`src/rtl/ctrl_decode_stage_if.sv`:
```
// ID->EX control interface of the Buraq-mini decode stage.
// The master side is fetch/ID (and the EX consumers); the slave side is the decode stage.
interface ctrl_decode_stage_if #(
  parameter int CNT_W = 32
) ();
  logic             id_valid_i;
  logic [31:0]      id_instr_i;
  logic             flush_i;
  logic             stall_o;
  logic             ex_valid_o;
  logic             ex_branch_op_o;
  logic             ex_mem_read_o;
  logic             ex_mem_to_reg_o;
  logic             ex_mem_write_o;
  logic             ex_reg_write_en_o;
  logic             ex_operand_b_sel_o;
  logic [1:0]       ex_next_pc_sel_o;
  logic [1:0]       ex_operand_a_sel_o;
  logic [1:0]       ex_extend_sel_o;
  logic [2:0]       ex_alu_op_o;
  logic             ex_md_op_o;
  logic             ex_illegal_o;
  logic             md_start_o;
  logic             md_wb_o;
  logic [CNT_W-1:0] retire_cnt_o;

  modport master (
    output id_valid_i, id_instr_i, flush_i,
    input  stall_o, ex_valid_o, ex_branch_op_o, ex_mem_read_o, ex_mem_to_reg_o,
           ex_mem_write_o, ex_reg_write_en_o, ex_operand_b_sel_o, ex_next_pc_sel_o,
           ex_operand_a_sel_o, ex_extend_sel_o, ex_alu_op_o, ex_md_op_o, ex_illegal_o,
           md_start_o, md_wb_o, retire_cnt_o
  );

  modport slave (
    input  id_valid_i, id_instr_i, flush_i,
    output stall_o, ex_valid_o, ex_branch_op_o, ex_mem_read_o, ex_mem_to_reg_o,
           ex_mem_write_o, ex_reg_write_en_o, ex_operand_b_sel_o, ex_next_pc_sel_o,
           ex_operand_a_sel_o, ex_extend_sel_o, ex_alu_op_o, ex_md_op_o, ex_illegal_o,
           md_start_o, md_wb_o, retire_cnt_o
  );
endinterface

```
`src/rtl/ctrl_decode_stage.sv`:
```
// RV32IM decode stage: registers the EX control bundle, flags illegal encodings,
// sequences multi-cycle MUL/DIV with a fetch stall and counts retired instructions.
module ctrl_decode_stage #(
  parameter bit ENABLE_M    = 1'b1,
  parameter int MUL_LATENCY = 3,
  parameter int DIV_LATENCY = 33,
  parameter int CNT_W       = 32
) (
  input logic                clk,
  input logic                rst_n,
  ctrl_decode_stage_if.slave bus
);

  typedef enum logic {IDLE, BUSY} state_t;

  typedef struct packed {
    logic       valid;
    logic       illegal;
    logic       mdOp;
    logic       branchOp;
    logic       memRead;
    logic       memToReg;
    logic       memWrite;
    logic       regWriteEn;
    logic       operandBSel;
    logic [1:0] nextPcSel;
    logic [1:0] operandASel;
    logic [1:0] extendSel;
    logic [2:0] aluOp;
  } bundle_t;

  localparam logic [7:0] MUL_CNT = 8'(MUL_LATENCY - 1);
  localparam logic [7:0] DIV_CNT = 8'(DIV_LATENCY - 1);

  state_t           state_q, state_d;
  logic [7:0]       latCnt_q, latCnt_d;
  bundle_t          bundle_q, bundle_d, dec;
  logic             mdStart_q, mdStart_d;
  logic [CNT_W-1:0] retire_q, retire_d;
  logic             illegal, loadId, busy, mdWb, unusedInstrBits;

  logic [6:0] opcode, funct7;
  assign opcode = bus.id_instr_i[6:0];
  assign funct7 = bus.id_instr_i[31:25];
  assign unusedInstrBits = ^{bus.id_instr_i[24:15], bus.id_instr_i[13:7]};

  always_comb begin
    dec         = '0;
    dec.valid   = 1'b1;
    illegal     = 1'b0;
    case (opcode)
      7'b0110011: begin
        dec.regWriteEn = 1'b1;
        if (funct7 == 7'b0000001) begin
          if (ENABLE_M) dec.mdOp = 1'b1;
          else          illegal  = 1'b1;
        end else if (funct7 != 7'b0000000 && funct7 != 7'b0100000) begin
          illegal = 1'b1;
        end
      end
      7'b0010011: begin dec.aluOp = 3'b001; dec.operandBSel = 1'b1; dec.regWriteEn = 1'b1; end
      7'b0000011: begin
        dec.aluOp = 3'b100; dec.operandBSel = 1'b1; dec.regWriteEn = 1'b1;
        dec.memRead = 1'b1; dec.memToReg = 1'b1;
      end
      7'b0100011: begin
        dec.aluOp = 3'b101; dec.operandBSel = 1'b1; dec.memWrite = 1'b1; dec.extendSel = 2'b01;
      end
      7'b1100011: begin dec.aluOp = 3'b010; dec.branchOp = 1'b1; dec.nextPcSel = 2'b01; end
      7'b1100111: begin
        dec.aluOp = 3'b011; dec.operandASel = 2'b10; dec.operandBSel = 1'b1;
        dec.regWriteEn = 1'b1; dec.nextPcSel = 2'b11;
      end
      7'b1101111: begin
        dec.aluOp = 3'b011; dec.operandASel = 2'b10; dec.regWriteEn = 1'b1; dec.nextPcSel = 2'b10;
      end
      7'b0010111: begin
        dec.aluOp = 3'b110; dec.operandASel = 2'b01; dec.operandBSel = 1'b1;
        dec.extendSel = 2'b10; dec.regWriteEn = 1'b1;
      end
      7'b0110111: begin
        dec.aluOp = 3'b110; dec.operandASel = 2'b11; dec.operandBSel = 1'b1;
        dec.extendSel = 2'b10; dec.regWriteEn = 1'b1;
      end
      7'b0001111: ;
      default:    illegal = 1'b1;
    endcase
    if (bus.id_instr_i[1:0] != 2'b11) illegal = 1'b1;
    // An illegal op still reaches EX so the trap can be taken, but must not change state.
    if (illegal) begin
      dec.regWriteEn = 1'b0;
      dec.memWrite   = 1'b0;
      dec.memRead    = 1'b0;
      dec.branchOp   = 1'b0;
      dec.nextPcSel  = 2'b00;
      dec.mdOp       = 1'b0;
    end
    dec.illegal = illegal;
  end

  assign busy = (state_q == BUSY);
  assign mdWb = busy && (latCnt_q == 8'd0);

  // The last busy cycle doubles as an IDLE cycle, so a queued op enters EX on the exit edge.
  always_comb begin
    state_d   = state_q;
    latCnt_d  = latCnt_q;
    bundle_d  = bundle_q;
    mdStart_d = 1'b0;
    loadId    = 1'b0;
    case (state_q)
      IDLE: loadId = 1'b1;
      BUSY: begin
        if (latCnt_q == 8'd0) begin
          state_d = IDLE;
          loadId  = 1'b1;
        end else begin
          latCnt_d = latCnt_q - 8'd1;
        end
      end
      default: state_d = IDLE;
    endcase
    if (loadId) begin
      if (bus.flush_i || !bus.id_valid_i) begin
        bundle_d = '0;
      end else begin
        bundle_d = dec;
        if (dec.mdOp) begin
          state_d   = BUSY;
          mdStart_d = 1'b1;
          latCnt_d  = bus.id_instr_i[14] ? DIV_CNT : MUL_CNT;
        end
      end
    end
  end

  // A MUL/DIV counts on its write-back cycle: its bundle may be replaced on the exit edge.
  always_comb begin
    retire_d = retire_q;
    if (bundle_q.valid && !bundle_q.illegal && (!busy || mdWb)) retire_d = retire_q + 1'b1;
  end

  always_ff @(posedge clk or negedge rst_n) begin
    if (!rst_n) begin
      state_q   <= IDLE;
      latCnt_q  <= '0;
      bundle_q  <= '0;
      mdStart_q <= 1'b0;
      retire_q  <= '0;
    end else begin
      state_q   <= state_d;
      latCnt_q  <= latCnt_d;
      bundle_q  <= bundle_d;
      mdStart_q <= mdStart_d;
      retire_q  <= retire_d;
    end
  end

  assign bus.stall_o            = busy;
  assign bus.md_wb_o            = mdWb;
  assign bus.md_start_o         = mdStart_q;
  assign bus.retire_cnt_o       = retire_q;
  assign bus.ex_valid_o         = bundle_q.valid;
  assign bus.ex_illegal_o       = bundle_q.illegal;
  assign bus.ex_md_op_o         = bundle_q.mdOp;
  assign bus.ex_branch_op_o     = bundle_q.branchOp;
  assign bus.ex_mem_read_o      = bundle_q.memRead;
  assign bus.ex_mem_to_reg_o    = bundle_q.memToReg;
  assign bus.ex_mem_write_o     = bundle_q.memWrite;
  assign bus.ex_reg_write_en_o  = bundle_q.regWriteEn;
  assign bus.ex_operand_b_sel_o = bundle_q.operandBSel;
  assign bus.ex_next_pc_sel_o   = bundle_q.nextPcSel;
  assign bus.ex_operand_a_sel_o = bundle_q.operandASel;
  assign bus.ex_extend_sel_o    = bundle_q.extendSel;
  assign bus.ex_alu_op_o        = bundle_q.aluOp;

endmodule
```
`src/flat_wrapper.sv`:
```
// flat-port wrapper written by rule: the top's interface ports become plain ports
module ctrl_decode_stage_flat 
#(
  parameter bit ENABLE_M    = 1'b1,
  parameter int MUL_LATENCY = 3,
  parameter int DIV_LATENCY = 33,
  parameter int CNT_W       = 32
)
  (clk, rst_n, bus_id_valid_i, bus_id_instr_i, bus_flush_i, bus_stall_o, bus_ex_valid_o, bus_ex_branch_op_o, bus_ex_mem_read_o, bus_ex_mem_to_reg_o, bus_ex_mem_write_o, bus_ex_reg_write_en_o, bus_ex_operand_b_sel_o, bus_ex_next_pc_sel_o, bus_ex_operand_a_sel_o, bus_ex_extend_sel_o, bus_ex_alu_op_o, bus_ex_md_op_o, bus_ex_illegal_o, bus_md_start_o, bus_md_wb_o, bus_retire_cnt_o);
  ctrl_decode_stage_if #(.CNT_W(CNT_W)) bus_i ();
  input logic clk;
  input logic rst_n;
  input wire logic [$bits(bus_i.id_valid_i)-1:0] bus_id_valid_i;
  input wire logic [$bits(bus_i.id_instr_i)-1:0] bus_id_instr_i;
  input wire logic [$bits(bus_i.flush_i)-1:0] bus_flush_i;
  output wire logic [$bits(bus_i.stall_o)-1:0] bus_stall_o;
  output wire logic [$bits(bus_i.ex_valid_o)-1:0] bus_ex_valid_o;
  output wire logic [$bits(bus_i.ex_branch_op_o)-1:0] bus_ex_branch_op_o;
  output wire logic [$bits(bus_i.ex_mem_read_o)-1:0] bus_ex_mem_read_o;
  output wire logic [$bits(bus_i.ex_mem_to_reg_o)-1:0] bus_ex_mem_to_reg_o;
  output wire logic [$bits(bus_i.ex_mem_write_o)-1:0] bus_ex_mem_write_o;
  output wire logic [$bits(bus_i.ex_reg_write_en_o)-1:0] bus_ex_reg_write_en_o;
  output wire logic [$bits(bus_i.ex_operand_b_sel_o)-1:0] bus_ex_operand_b_sel_o;
  output wire logic [$bits(bus_i.ex_next_pc_sel_o)-1:0] bus_ex_next_pc_sel_o;
  output wire logic [$bits(bus_i.ex_operand_a_sel_o)-1:0] bus_ex_operand_a_sel_o;
  output wire logic [$bits(bus_i.ex_extend_sel_o)-1:0] bus_ex_extend_sel_o;
  output wire logic [$bits(bus_i.ex_alu_op_o)-1:0] bus_ex_alu_op_o;
  output wire logic [$bits(bus_i.ex_md_op_o)-1:0] bus_ex_md_op_o;
  output wire logic [$bits(bus_i.ex_illegal_o)-1:0] bus_ex_illegal_o;
  output wire logic [$bits(bus_i.md_start_o)-1:0] bus_md_start_o;
  output wire logic [$bits(bus_i.md_wb_o)-1:0] bus_md_wb_o;
  output wire logic [$bits(bus_i.retire_cnt_o)-1:0] bus_retire_cnt_o;
  assign bus_i.id_valid_i = bus_id_valid_i;
  assign bus_i.id_instr_i = bus_id_instr_i;
  assign bus_i.flush_i = bus_flush_i;
  assign bus_stall_o = bus_i.stall_o;
  assign bus_ex_valid_o = bus_i.ex_valid_o;
  assign bus_ex_branch_op_o = bus_i.ex_branch_op_o;
  assign bus_ex_mem_read_o = bus_i.ex_mem_read_o;
  assign bus_ex_mem_to_reg_o = bus_i.ex_mem_to_reg_o;
  assign bus_ex_mem_write_o = bus_i.ex_mem_write_o;
  assign bus_ex_reg_write_en_o = bus_i.ex_reg_write_en_o;
  assign bus_ex_operand_b_sel_o = bus_i.ex_operand_b_sel_o;
  assign bus_ex_next_pc_sel_o = bus_i.ex_next_pc_sel_o;
  assign bus_ex_operand_a_sel_o = bus_i.ex_operand_a_sel_o;
  assign bus_ex_extend_sel_o = bus_i.ex_extend_sel_o;
  assign bus_ex_alu_op_o = bus_i.ex_alu_op_o;
  assign bus_ex_md_op_o = bus_i.ex_md_op_o;
  assign bus_ex_illegal_o = bus_i.ex_illegal_o;
  assign bus_md_start_o = bus_i.md_start_o;
  assign bus_md_wb_o = bus_i.md_wb_o;
  assign bus_retire_cnt_o = bus_i.retire_cnt_o;
  ctrl_decode_stage #(.ENABLE_M(ENABLE_M), .MUL_LATENCY(MUL_LATENCY), .DIV_LATENCY(DIV_LATENCY), .CNT_W(CNT_W)) u_core (.clk(clk), .rst_n(rst_n), .bus(bus_i));
endmodule
```
`config.mk`:
```
export PLATFORM = sky130hd
export DESIGN_NAME = ctrl_decode_stage_flat
export DESIGN_NICKNAME = d
export VERILOG_FILES = /design/src/rtl/ctrl_decode_stage_if.sv /design/src/rtl/ctrl_decode_stage.sv /design/src/flat_wrapper.sv
export SDC_FILE = /design/constraint.sdc
export NUM_CORES = 1
export LEC_CHECK = 0
export ABC_AREA = 0
export ABC_CLOCK_PERIOD_IN_PS = 2100
export BUFFER_PORTS_ARGS = -buffer_cell sky130_fd_sc_hd__buf_2
export CORE_MARGIN = 1.5
export CORE_UTILIZATION = 35
export DETAILED_ROUTE_END_ITERATION = 7
export SKIP_LAST_GASP = 1
export SLEW_MARGIN = 20
export SYNTH_ARGS = -nofsm -noshare
export SYNTH_HDL_FRONTEND = slang
export SYNTH_SLANG_ARGS = --single-unit
```
`constraint.sdc`:
```
create_clock -name clk -period 2.1 [get_ports clk]
set_input_delay 0.105 -clock clk [delete_from_list [all_inputs] [get_ports clk]]
set_output_delay 0.105 -clock clk [all_outputs]
set_load 0.02 [all_outputs]
```
==> results.cfg, run 1 <==
[finish]
fin_util_pct = 48.0
drive_above_1_share_pct = 35.0
fin_nets = 429
area.growth.synth_to_final_pct = 33.8
n_antenna_cell = 0
final_cell_count_no_fill = 499
final_cell_mix = buf_2, dfrtp_1, nand2_1
final_common_cell = buf_2
postLayoutCellArea_um2 = 3900

[job]
maxCapViolCount = 0

[worst_setup_path]
critPathRequiredTime_ps = 2380
crit_arrival_ps = 2420
worstRegToRegCells = 9
critPathMaxStageDelay_ps = 460
cp-end-kind = flip-flop
crit_buf_inv = 4
cpMostUsedCell = buf_4
crit_cells = 9
path_delay_family = simple AND/OR/NAND/NOR gates
worstSetupStartpoint = u_core.latCnt_q[1]
crit_path_top_delay_cell = or4b_4
crit_type = flip-flop to flip-flop
crit_fanout = 8
cp_cell_sequence = inv_2, ha_4, or4b_4, o21a_4, buf_4, buf_12, nor4_4, buf_4, a21o_1
r2r-start = u_core.latCnt_q[1]
start_kind = flip-flop

[clock_tree]
cts_max_path_buffers = 2
cts.sinks = 60
cts_buffers = 9
cts_tree = done
clk_latency_ps = 340
h-tree-depth = 3
root_buffer = clkbuf_8
clkTransAtPathRegs_ps = 70

[route]
vias_per_cell = 5.05
via_count = 2521
first_pass_iters = 6
drtAntennaViolNets = 0
wl_per_cell_um = 13.6
routed_wl_um = 6780
drc_errors = 0
drt_iter0_markers = 56

[power_and_ir_drop]
power_mw = 2.25
vdd_drop_max_uv = 246
p_leak_nw = 1.95
p_per_area_nw_per_um2 = 576

[timing]
skew_ps = 7.18
hold_violations = 0
final.setup.worst_slack_ps = -43.1
relSlewSlack_pct = 71.5
rsz0062_at_grt = yes
setup_viol = 6
fmax_mhz = 467
worstMarginPinSlew_ps = 416
period_needed_ps = 2140
whs_ps = 73.7
slew_violations = 0
min_period_over_period_pct = 102
timing.setup.tns_ps = -147

[synth]
synth_ff_type = dfrtp_1
synth_cell_types = 47
synth_fp_nets = 331
ys_seq_elements = 60
syn_avg_cell_area_um2 = 9.99
yosysSeqAreaShare_pct = 51.5
yosysWarnings = 0
syn_inst = 292
synth_edf_count = 0
syn-cell-area_um2 = 2920
async_reset_ff_share_pct = 100

[global_routing]
track_usage_pct = 16.3
grt_pass1_vias = 2341
grt_max_degree = 61
grt_pass1_wl_um = 11100
grt_overflow = 0
antenna_found_initial = 0

[hold_path]
holdPathStages = 2
hp-start = bus_id_instr_i[2]
hp-class = input port to flip-flop

[placement]
place.gp.congestion = 0.855
place_hpwl_um = 4740
preCtsSetupSlack_ps = -168
place_area_um2 = 3520
place_inst = 475
port_buffers = 71

[floorplan]
fp.dieArea_um2 = 8890
row_count = 33
die_w_um = 94.3
ios = 89
start_util_pct = 35.9
coreArea_um2 = 8130
die_h_um = 94.3

[run_status]
violations = negative setup slack
status = finished with violations
cells in the mapped netlist (2+ instances only):
cell type	n	area share (%)
dfrtp_1	60	51
nand2_1	39	5.0
xnor2_1	23	6.9
nor2_1	19	2.4
nand3_1	18	3.1
nand4_1	13	2.8
xor2_1	11	3.3
clkbuf_1	10	1.3
o21ai_0	10	1.7
inv_1	8	1.0
nor3_1	8	1.4
a21oi_1	7	1.2
a31oi_1	6	1.3
a21o_1	5	1.3
and3_1	5	1.1
nand2b_1	5	1.1
or3_1	4	0.86
ha_1	3	1.3
o31ai_1	3	0.77
or4_1	3	0.77
a31o_2	2	0.60
and4_1	2	0.60
nor3b_1	2	0.51
nor4_1	2	0.43
or2_2	2	0.43
worst paths after layout:
path | endpoint | slack [ps]
setup / recovery | u_core.bus.ex_extend_sel_o[1] | -40
hold / removal | u_core.bus.ex_branch_op_o | 70
setup reg to reg | u_core.bus.ex_extend_sel_o[1] | -40
hold reg to reg | u_core.bus.retire_cnt_o[31] | 470
max in group asynchronous | u_core.bus.retire_cnt_o[22] | 1530
min in group asynchronous | u_core.bus.retire_cnt_o[16] | 290
layout make-up:
cell class / count / area, um2
fill: 766 / 4230
sequential: 60 / 1500
multi-input combinational: 212 / 1450
timing repair buffer: 99 / 608
clock buffer: 13 / 149
tap: 105 / 131
clock inverter: 2 / 35.0
inverter: 8 / 30.0
report_power, final:
part	total [mW]	switching [mW]	internal (mW)
Combinational	0.0916	0.0597	0.0319
Sequential	1.16	0.000110	1.16
Clock	1.00	0.428	0.573
flip-flops by register name, indices dropped and copies added, names as in the netlist:
register / flops
u_core.bus.ex_alu_op_o: 3
u_core.bus.ex_branch_op_o: 1
u_core.bus.ex_extend_sel_o: 2
u_core.bus.ex_illegal_o: 1
u_core.bus.ex_md_op_o: 1
u_core.bus.ex_mem_read_o: 1
u_core.bus.ex_mem_to_reg_o: 1
u_core.bus.ex_mem_write_o: 1
u_core.bus.ex_next_pc_sel_o: 2
u_core.bus.ex_operand_a_sel_o: 2
u_core.bus.ex_operand_b_sel_o: 1
u_core.bus.ex_reg_write_en_o: 1
u_core.bus.ex_valid_o: 1
u_core.bus.md_start_o: 1
u_core.bus.retire_cnt_o: 32
u_core.bus.stall_o: 1
u_core.latCnt_q: 8
kinds of logic after synthesis:
logic type | after synthesis | share of synthesized area (%)
AOI/OAI and AO/OA | 42 | 9.31
buffers and inverters | 20 | 2.87
adders and majority gates | 3 | 1.29
muxes | 2 | 0.729
xor gates and xnor gates | 34 | 10.2
and+or+nand+nor | 131 | 24.1
DFF | 60 | 51.5
timing repair:
action	CTS	global route
hold buffers	1	0
setup endpoints to repair	31	38
gates resized for setup	7	25
pin swaps	0	10
endpoints found under the hold margin	60	0
buffers inserted	2	6
per-layer routing:
layer	up-vias	routed length, um	GRT usage (%)
li1	1222	-	-
met5	-	0	0
met3	13	385	5.74
met4	0	94	5.60
met2	76	3110	25.6
met1	1210	3190	20.6
Note: power is estimated with default switching activity, not from simulation.
==> run 2, diff against run 1 <==
- PLACE_DENSITY: default -> 0.64
- SLEW_MARGIN: 20 -> default
==> run 2 against run 1 <==
Compared with the run above:
- the flow still finishes with violations (negative setup slack)
- cell count fell by 0.80%
- sequential power about the same
- hold slack improved by 24 ps
- utilization decreased by 0.75 points
- clock power grew 14%
- highest routed layer unchanged
- die area is the same
- via count shrank 1.2%
- wire length is 0.78% higher
- clock-buffer cell count fell by 3
- total power up 6.0%
- register-to-register slack hardly changed
==> results.cfg, run 2 (synthesis gave the netlist of run 1 again) <==
[floorplan]
row_count = 33
die_w_um = 94.3
start_util_pct = 35.9
fp.dieArea_um2 = 8890
die_h_um = 94.3
coreArea_um2 = 8130
ios = 89

[clock_tree]
cts.sinks = 60
cts_buffers = 9
cts_tree = done
h-tree-depth = 3
root_buffer = clkbuf_8
clkTransAtPathRegs_ps = 70
cts_max_path_buffers = 2
clk_latency_ps = 350

[global_routing]
grt_max_degree = 34
grt_pass1_wl_um = 11000
track_usage_pct = 16.2
antenna_found_initial = 0
grt_pass1_vias = 2297
grt_overflow = 0

[power_and_ir_drop]
sw_frac_of_total_pct = 22.2
pwr-share-comb_pct = 3.8
power.share.sequential_pct = 48.5
p_leak_nw = 1.92
vdd_drop_max_uv = 302
p_per_area_nw_per_um2 = 621
p_int_mw = 1.86
power_switching_mw = 0.529
p_clk_share_pct = 47.7

[worst_setup_path]
critPathMaxStageDelay_ps = 470
path_delay_family = simple AND/OR/NAND/NOR gates
cp-end-kind = flip-flop
start_kind = flip-flop
crit_type = flip-flop to flip-flop
crit_cells = 8
crit_path_top_delay_cell = or4b_4
worstRegToRegCells = 8
cp_cell_sequence = inv_2, ha_4, or4b_4, o21a_4, nor4b_4, buf_6, nand4_1, xnor2_1
crit_buf_inv = 2
crit_fanout = 10
crit_arrival_ps = 2360
critPathRequiredTime_ps = 2330

[timing]
final.setup.worst_slack_ps = -32.1
fmax_mhz = 469
relSlewSlack_pct = 56.2
period_needed_ps = 2130
worstMarginPinSlew_ps = 657
rsz0062_at_grt = yes
skew_ps = 5.51
setup_viol = 3
hold_violations = 0
slew_violations = 0
min_period_over_period_pct = 102

[finish]
area.growth.synth_to_final_pct = 31.7
fin_util_pct = 47.2
final_cell_mix = buf_2, dfrtp_1, nand2_1
drive_above_1_share_pct = 32.8
final_cell_count_no_fill = 495
n_antenna_cell = 0
fin_nets = 424
final_common_cell = buf_2
largest_reg_flops = 32

[route]
drtAntennaViolNets = 0
drt_iter0_markers = 78
wl_per_cell_um = 13.8
via_count = 2490
drc_errors = 0
vias_per_cell = 5.03
first_pass_iters = 4
routed_wl_um = 6830

[hold_path]
hp-class = input port to flip-flop
holdPathStages = 2

[run_status]
status = finished with violations
violations = negative setup slack

[job]
maxCapViolCount = 0

[placement]
place_hpwl_um = 4930
place.gp.congestion = 0.772
place_inst = 475
port_buffers = 71
-- run 2: path summary, 6_finish.rpt --
kind	slack [ps]	startpoint	endpoint
hold / removal	100	bus_id_instr_i[2]	u_core.bus.ex_branch_op_o
max in group asynchronous	1170	rst_n	u_core.bus.retire_cnt_o[22]
setup reg to reg	-30	u_core.latCnt_q[1]	u_core.bus.retire_cnt_o[31]
setup / recovery	-30	u_core.latCnt_q[1]	u_core.bus.retire_cnt_o[31]
hold reg to reg	470	u_core.bus.retire_cnt_o[31]	u_core.bus.retire_cnt_o[31]
min in group asynchronous	330	rst_n	u_core.bus.retire_cnt_o[11]
-- run 2: layout make-up --
cell class | instances | area [um2]
Clock buffer | 10 | 128
Multi-Input combinational cell | 212 | 1410
Timing Repair Buffer | 94 | 558
Sequential cell | 60 | 1500
Clock inverter | 6 | 87.6
Inverter | 8 | 30.0
Tap cell | 105 | 131
Fill cell | 764 | 4290
-- run 2: power groups by stage --
stage               logic, mW  clock network, mW  registers, mW
detailed placement     0.0887                  0           1.18
global route            0.104               1.23           1.15
finish                 0.0904               1.14           1.16
floorplan              0.0338                  0           1.18
CTS                    0.0906               1.17           1.16
global placement       0.0857                  0           1.18
-- run 2: per-layer routing --
metal	share of wire, %	track usage (%)	vias up
li1	-	-	1220
met1	47	21.5	1188
met2	45	24.5	70
met3	5.5	3.96	12
met4	1.9	8.21	0
met5	0	0	-
-- run 2: what timing repair did --
item                                    in CTS  in global routing
endpoints found under the hold margin       27                  0
buffers inserted                             0                  3
cloned                                       0                  0
hold buffers                                 1                  0
resized for setup                            7                 11
endpoints found under the setup margin      35                 33
pin swaps                                    2                  4
-- run 2: per-stage QoR --
stage | setup slack, ps | total power [mW] | hold slack (ps) | cell area [um2] | setup TNS, ps
2_1_floorplan | -77.3 | 1.21 | -191 | 2930 | -538
3_3_place_gp | -92.3 | 1.26 | 177 | 3520 | -785
3_5_place_dp | -156 | 1.27 | 178 | 3520 | -1760
4_1_cts | -10.0 | 2.42 | 67.7 | 3770 | -31.8
5_1_grt | -118 | 2.48 | 99.0 | 3840 | -914
6_report | -32.1 | 2.38 | 97.2 | 3840 | -82.6
